**src/rtl/name_sprite_renderer_pkg.sv**
```systemverilog
// Shared constants, FSM encoding and address helper for the name banner sprite renderer.
package name_sprite_renderer_pkg;

    localparam int unsigned SPR_W          = 356;
    localparam int unsigned SPR_H          = 12;
    localparam int unsigned ROM_AW         = 13;
    localparam int unsigned ROM_DEPTH      = 4272;
    localparam int unsigned X0             = 142;
    localparam int unsigned Y0             = 60;
    localparam int unsigned COLS_PER_FRAME = 4;
    localparam logic [7:0]  TRANSP_KEY     = 8'h00;

    typedef logic [1:0] state_t;

    localparam state_t ST_IDLE   = 2'd0;
    localparam state_t ST_REVEAL = 2'd1;
    localparam state_t ST_SHOWN  = 2'd2;

    // row * 356 as shift-add: 356 = 256 + 64 + 32 + 4
    function automatic logic [ROM_AW-1:0] row_base(input logic [3:0] row);
        logic [ROM_AW-1:0] r;
        r = {9'd0, row};
        return (r << 4'd8) + (r << 4'd6) + (r << 4'd5) + (r << 4'd2);
    endfunction

endpackage

```
**src/rtl/name_reveal_ctrl.sv**
```systemverilog
// Reveal FSM with saturating column counter for the name banner sprite.
module name_reveal_ctrl
    import name_sprite_renderer_pkg::*;
(
    input  logic       i_clk2,
    input  logic       i_rst,
    input  logic       i_start,
    input  logic       i_frame_tick,
    output logic [8:0] reveal_cols,
    output logic       o_done
);

    state_t     state_r;
    logic [8:0] cols_r;
    logic       done_r;
    logic [9:0] sum_s;
    logic [8:0] cols_next_s;

    // Next reveal width, clamped to the sprite width
    always_comb begin
        sum_s = {1'b0, cols_r} + 10'(COLS_PER_FRAME);
        if (sum_s >= 10'(SPR_W)) begin
            cols_next_s = 9'(SPR_W);
        end else begin
            cols_next_s = sum_s[8:0];
        end
    end

    // FSM and counter; a start pulse always wins over a frame tick
    always_ff @(posedge i_clk2) begin
        if (i_rst) begin
            state_r <= ST_IDLE;
            cols_r  <= 9'd0;
            done_r  <= 1'b0;
        end else begin
            case (state_r)
                ST_IDLE: begin
                    if (i_start) begin
                        state_r <= ST_REVEAL;
                        cols_r  <= 9'd0;
                    end
                end
                ST_REVEAL: begin
                    if (i_start) begin
                        cols_r <= 9'd0;
                    end else if (i_frame_tick) begin
                        cols_r <= cols_next_s;
                        if (cols_next_s == 9'(SPR_W)) begin
                            state_r <= ST_SHOWN;
                            done_r  <= 1'b1;
                        end
                    end
                end
                ST_SHOWN: begin
                    if (i_start) begin
                        state_r <= ST_REVEAL;
                        cols_r  <= 9'd0;
                        done_r  <= 1'b0;
                    end
                end
                default: begin
                    state_r <= ST_IDLE;
                    cols_r  <= 9'd0;
                    done_r  <= 1'b0;
                end
            endcase
        end
    end

    assign reveal_cols = cols_r;
    assign o_done      = done_r;

endmodule

```
**src/rtl/name_sprite_renderer.sv**
```systemverilog
// Name banner sprite read engine: scan position -> ROM address -> aligned pixel/hit.
// Optional reveal animation enabled by defining NAME_REVEAL_EN.
module name_sprite_renderer
    import name_sprite_renderer_pkg::*;
(
    input  logic              i_clk2,
    input  logic              i_rst,
    input  logic [9:0]        i_x,
    input  logic [9:0]        i_y,
    input  logic              i_de,
    input  logic              i_frame_tick,
    input  logic              i_start,
    output logic [ROM_AW-1:0] o_rom_addr,
    input  logic [7:0]        i_rom_data,
    output logic [7:0]        o_pixel,
    output logic              o_hit,
    output logic              o_done
);

    logic              in_s;
    logic [8:0]        col_s;
    logic [3:0]        row_s;
    logic [8:0]        reveal_cols_s;
    logic              done_s;
    logic [ROM_AW-1:0] addr_r;
    logic              vis_d1_r;
    logic              vis_d2_r;
    logic [7:0]        pixel_r;
    logic              hit_r;

    // Stage A window test and sprite-local coordinates
    always_comb begin
        in_s  = i_de
              && (i_x >= 10'(X0)) && (i_x < 10'(X0 + SPR_W))
              && (i_y >= 10'(Y0)) && (i_y < 10'(Y0 + SPR_H));
        col_s = 9'(i_x - 10'(X0));
        row_s = 4'(i_y - 10'(Y0));
    end

`ifdef NAME_REVEAL_EN
    name_reveal_ctrl u_reveal_ctrl (
        .i_clk2       (i_clk2),
        .i_rst        (i_rst),
        .i_start      (i_start),
        .i_frame_tick (i_frame_tick),
        .reveal_cols  (reveal_cols_s),
        .o_done       (done_s)
    );
`else
    logic shown_r;
    logic unused_tick_s;

    // Without the animation a start pulse shows the whole sprite at once
    always_ff @(posedge i_clk2) begin
        if (i_rst) begin
            shown_r <= 1'b0;
        end else if (i_start) begin
            shown_r <= 1'b1;
        end
    end

    assign reveal_cols_s = shown_r ? 9'(SPR_W) : 9'd0;
    assign done_s        = shown_r;
    assign unused_tick_s = i_frame_tick;
`endif

    // Address/visibility pipeline aligned to the 1-cycle ROM read
    always_ff @(posedge i_clk2) begin
        if (i_rst) begin
            addr_r   <= '0;
            vis_d1_r <= 1'b0;
            vis_d2_r <= 1'b0;
            pixel_r  <= 8'h00;
            hit_r    <= 1'b0;
        end else begin
            if (in_s) begin
                addr_r <= row_base(row_s) + {4'd0, col_s};
            end
            vis_d1_r <= in_s && (col_s < reveal_cols_s);
            vis_d2_r <= vis_d1_r;
            if (vis_d2_r) begin
                pixel_r <= i_rom_data;
                hit_r   <= (i_rom_data != TRANSP_KEY);
            end else begin
                pixel_r <= 8'h00;
                hit_r   <= 1'b0;
            end
        end
    end

    assign o_rom_addr = addr_r;
    assign o_pixel    = pixel_r;
    assign o_hit      = hit_r;
    assign o_done     = done_s;

endmodule

```
**config.mk**
```make
export PLATFORM = sky130hd
export DESIGN_NAME = name_sprite_renderer
export DESIGN_NICKNAME = d
export VERILOG_FILES = /design/src/rtl/name_sprite_renderer_pkg.sv /design/src/rtl/name_reveal_ctrl.sv /design/src/rtl/name_sprite_renderer.sv
export SDC_FILE = /design/constraint.sdc
export NUM_CORES = 1
export LEC_CHECK = 0
export BUFFER_PORTS_ARGS = -buffer_cell sky130_fd_sc_hd__buf_2
export CELL_PAD_IN_SITES_DETAIL_PLACEMENT = 0
export CELL_PAD_IN_SITES_GLOBAL_PLACEMENT = 2
export CORE_MARGIN = 10
export CORE_UTILIZATION = 32
export CTS_CLUSTER_DIAMETER = 200
export CTS_CLUSTER_SIZE = 40
export DETAILED_ROUTE_END_ITERATION = 16
export PLACE_DENSITY_LB_ADDON = 0.05
export SYNTH_ARGS = -nofsm -noshare
export SYNTH_HDL_FRONTEND = slang
export SYNTH_SLANG_ARGS = --single-unit
```
**constraint.sdc**
```tcl
create_clock -name i_clk2 -period 5.95 [get_ports i_clk2]
set_input_delay 0.595 -clock i_clk2 [delete_from_list [all_inputs] [get_ports i_clk2]]
set_output_delay 0.595 -clock i_clk2 [all_outputs]
set_load 0.05 [all_outputs]
```
After elaboration in Yosys (flattened, before gate mapping). Cells that the tools add are included.

Add/sub/neg operators: 6. Order comparisons: 5. Muxes and demuxes: 1. Bitwise logic cells: 1. Reductions and logical operators: 7.

Operators with widths (number): $add 13x9->13 (2); $add 12x10->13 (1); $add 13x6->13 (1); $ge 10x6->1 const B (1); $ge 10x8->1 const B (1); $lt 10x7->1 const B (1); $lt 10x9->1 const B (1); $lt 9x9->1 (1); $mux 9 (1); $sub 9x8->9 const B (1); $reduce_bool 8->1 (1); $logic_and 1x1->1 (5); $sub 4x4->4 const B (1); $reduce_or 2->1 (1); $not 1->1 (1).

Flip-flop bits (word level): 25. Bits of input ports: 33. Logic and storage cells: 26.

Depth between registers and ports, before layout.
Depth in word-level cells: 6. Gate-level depth with buffers: 13.

Worst setup path after synthesis. OpenSTA, ideal clock, no wires.

Kind: input -> register. From: in i_x[1]. To: reg addr_r[11] (netlist: o_rom_addr[11]). Setup time: 0.116 ns. Arrival time: 3.709 ns. Required time: 5.834 ns. Path slack: 2.125 ns. Cell stages on the path: 13. Path buffers: 0. Cells stage by stage: ha_1 a2111oi_0 xnor2_1 inv_1 fa_1 fa_1 inv_1 ha_1 a21o_1 a21oi_1 a21oi_1 or3_1 a41o_1.

Longest elaborated chain between the ends: 5. Elaborated cells between the ends (all ways): 8.

RTL lines: from (decl) (RTL line name_sprite_renderer.sv:8) `input logic [9:0] i_x,`; branches (longest 5 deep; another with $add 13x9->13); to (signal assigned) (RTL line name_sprite_renderer.sv:77) `addr_r <= row_base(row_s) + {4'd0, col_s};`; to (decl) (RTL line name_sprite_renderer.sv:25) `logic [ROM_AW-1:0] addr_r;`.

Several ways; the timed one is not identified. A chain may end at the register's enable or synchronous reset.

Worst setup path after layout.
From: in i_x[1]. To: reg addr_r[12] (netlist: o_rom_addr[12]).

The elaborated chain is that of the path after synthesis.

==> metrics.txt <==
XOR/XNOR Fraction of Synth Area 0.05204; Crit. End Element flip-flop; area used by multi-input combinational logic roughly 1100 um^2; Fin Setup TNS 0 ns; WP data required slightly above 6 ns; H-tree depth 1; Netlist cell types 40; slowest stage delay, CP around 0.52 ns; Crit. path cell count 14; largest family of logic cells by synthesized area adder cells; DR DRC count 0; Reg-to-Reg End vis_d1_r$_SDFF_PP0_; final worst-path cycle share 0.6709; Worst VDD drop about 0.094 mV; I/O Pins 56; total global-route track usage 0.09438; Primary FF master, synth dfxtp_1; Clock transition at path regs 0.09 ns; Clock Power Share 0.230; layout cells sized above 1 0.2965; detailed-route via count 1388; pwr dens approximately 220 nW/um^2; crit path launch i_x[1]; Port Buffers 54; Compound-Gate Fraction of Synth Area 0.1405; R2R depth 5; Post-CTS Resized 0; P_leak between 0.001 and 0.0015 uW; Slew Limit Fails 0; critical path endpoint o_rom_addr[12]$_SDFFE_PP0P_; Vias per Instance about 4.7; Final Setup Violations 0; mux share of post-synthesis cell area 0.05948; max-capacitance violation count 0; Net Sw Power around 160 uW; final net count around 290; CTS tree built; Routed WL about 4100 um; Worst Path Buf+Inv 3; Initial DRC Count 30; Achievable Freq between 200 and 300 MHz; Synth async-reset ratio 0; CORE AREA 5107 um^2; Post-Syn Nets 232; sequential share of the synthesized area 0.2974; minimum clock period roughly 4.0 ns; Gate Count Post-Synth 170; GP Congestion ~0.78; drt pass-1 iters 4; Reg2Reg Setup Slack 4.54 ns; unrepaired setup endpoints after global routing no; DIE AREA roughly 8600 um^2; Fin Clk Skew slightly above 0.001 ns; Finished Layout Cells roughly 300; Worst-Margin Slew around 0.49 ns; GRT overflow 0; Horiz. Die Dim slightly above 90 um; WS Path Type input pin to flip-flop; Slowest-stage cell, CP a2111oi_0; Layout area overhead 23.35%; synth top area cells dfxtp_1 (30%), ha_1 (17%), fa_1 (7.1%); diode count 0; worst path cell trace buf_2 -> ha_1 -> a2111oi_0 -> xnor2_1 -> inv_1 -> fa_1 -> fa_1 -> inv_1 -> ha_1 -> a21o_1 -> a221oi_1 -> o21bai_1 -> a21oi_1 -> a21oi_1; Post-Place Cells 292; Pint ~300 uW; largest net degree at the start of global routing 20; cell accounting for the most synthesized area dfxtp_1; Register Area about 500 um^2; Rows 26; average wire per standard cell between 10 and 15 um; Clock Sinks 25; Synth Register Bits 25; Worst Hold Class flip-flop to flip-flop; sequential share of power 0.371; die height a little over 90 um; post-route ant nets 0; sw frac 0.3509; Num CTS Buffers 3; clock root cell clkbuf_8; Avg Inst Size Synth roughly 9.9 um^2; YS warnings 0; Synth Cell Area 1683 um^2; setup bufs post-CTS 0; status completed; Synth Area in Simple Gates 0.1546; kind of cell adding the most delay to the critical path compound AO/OA/AOI/OAI gates; Comb pwr share 0.400; clock tree buffer depth 2; DPL Wire Length roughly 3300 um; area share of the largest cell type after synthesis 0.2974; vias in the first global route roughly 1.4k; antenna violations before repair 0; Synth Area in Adders 0.2424; Hold Vio Cnt, Final 0; global-route wire length before repair around 6700 um; Worst Path Max Fanout 6; Fill cells 571; relative slew slack 0.6631; Setup crit start kind input pin; worst-skew pair later-pin latency approximately 0.27 ns; Post-synth EDFFs 0; Initial Util 0.3295; Crit Reg-Reg Startpoint o_done$_SDFFE_PP0P_; worst path arrival time between 4 and 5 ns; hold_buf cts 0
[cell usage after synthesis, types with 2 or more instances]
master and instances:
ha_1 23, a21o_1 3, nor4b_1 3, nor4_1 2, xnor2_1 7, nor2_2 2, a211oi_2 2, inv_1 19
nor2b_1 3, or3_1 2, o21ai_0 3, and2_1 8, nand3_1 2, nor2_1 11, xor2_1 3, clkbuf_1 2
and3_1 2, nor3_1 5, dfxtp_1 25, a21oi_1 9, mux2i_1 10, fa_1 6
[layer usage]
layer | routed length, um | track usage | part of all wire
met1 | 1956 | 0.1205 | 0.48
met2 | 1722 | 0.1424 | 0.42
met3 | 326 | 0.03874 | 0.080
met4 | 46 | 0.02699 | 0.011
met5 | 0 | 0 | 0
[per-stage QoR]
| step | util | setup slack, ns | power, uW | hold slack [ns] | instance area [um^2] |
|---|---|---|---|---|---|
| floorplan | - | 2.125 | 307.4 | 0.4138 | 1683 |
| detailed placement | 0.3974 | 1.702 | 353.3 | 0.4455 | 2029 |
| finish | 0.4064 | 1.958 | 454.3 | 0.4698 | 2076 |
| CTS | 0.4064 | 1.994 | 461.5 | 0.4683 | 2076 |
| global route | 0.4064 | 1.613 | 494.2 | 0.4735 | 2076 |
| global placement | 0.3974 | 1.745 | 351.5 | 0.4363 | 2029 |
[kinds of logic (layout without fill, tap and decap cells)]
group                      count (synthesis)  after routing
AOI/OAI and AO/OA                         29             29
adders and majority gates                 29             29
muxes                                     10             10
DFF                                       25             25
buffers and inverters                     22             78
and+or+nand+nor                           45             45
xor gates and xnor gates                  10             10
[power groups by stage]
stage | Combinational, uW | Clock, uW | Sequential (uW)
6_report | 182 | 104 | 168
5_1_grt | 210 | 116 | 169
4_1_cts | 184 | 109 | 168
3_5_place_dp | 181 | 0 | 172
3_3_place_gp | 179 | 0 | 172
2_1_floorplan | 133 | 0 | 175
[layout make-up]
type | count | area share
Multi-Input combinational cell | 123 | 0.5262
Sequential cell | 25 | 0.2411
Timing Repair Buffer | 55 | 0.1338
Tap cell | 70 | 0.04219
Inverter | 19 | 0.03436
Clock buffer | 3 | 0.01989
Clock inverter | 1 | 0.002411
[worst min-delay path by stage]
stage	start	endpoint	slack, ns	cells past startpoint
floorplan	vis_d1_r$_SDFF_PP0_	vis_d2_r$_SDFF_PP0_	0.41	1
global placement	vis_d1_r$_SDFF_PP0_	vis_d2_r$_SDFF_PP0_	0.44	1
detailed placement	vis_d1_r$_SDFF_PP0_	vis_d2_r$_SDFF_PP0_	0.45	1
CTS	vis_d1_r$_SDFF_PP0_	vis_d2_r$_SDFF_PP0_	0.47	1
global route	vis_d1_r$_SDFF_PP0_	vis_d2_r$_SDFF_PP0_	0.47	1
finish	vis_d1_r$_SDFF_PP0_	vis_d2_r$_SDFF_PP0_	0.47	1
[flip-flops by register name, indices dropped and copies added (netlist names)]
signal,flops
o_done,1
o_hit,1
o_pixel,8
o_rom_addr,13
vis_d1_r,1
vis_d2_r,1
[cell usage in the layout, fill, tap and decap left out, drive strengths merged, types with 2 or more instances in the layout]
master / n
nor4: 2
and2: 8
mux2i: 10
clkbuf: 3
inv: 19
a2111oi: 2
nor4b: 3
a21oi: 9
a21o: 3
fa: 6
buf: 55
a211oi: 2
nor2b: 3
o21ai: 4
nor3: 5
nand3: 2
dfxtp: 25
nor2: 13
o41ai: 2
xor2: 3
and3: 3
ha: 23
or3: 2
xnor2: 7
Note: power is estimated with default switching activity, not from simulation.
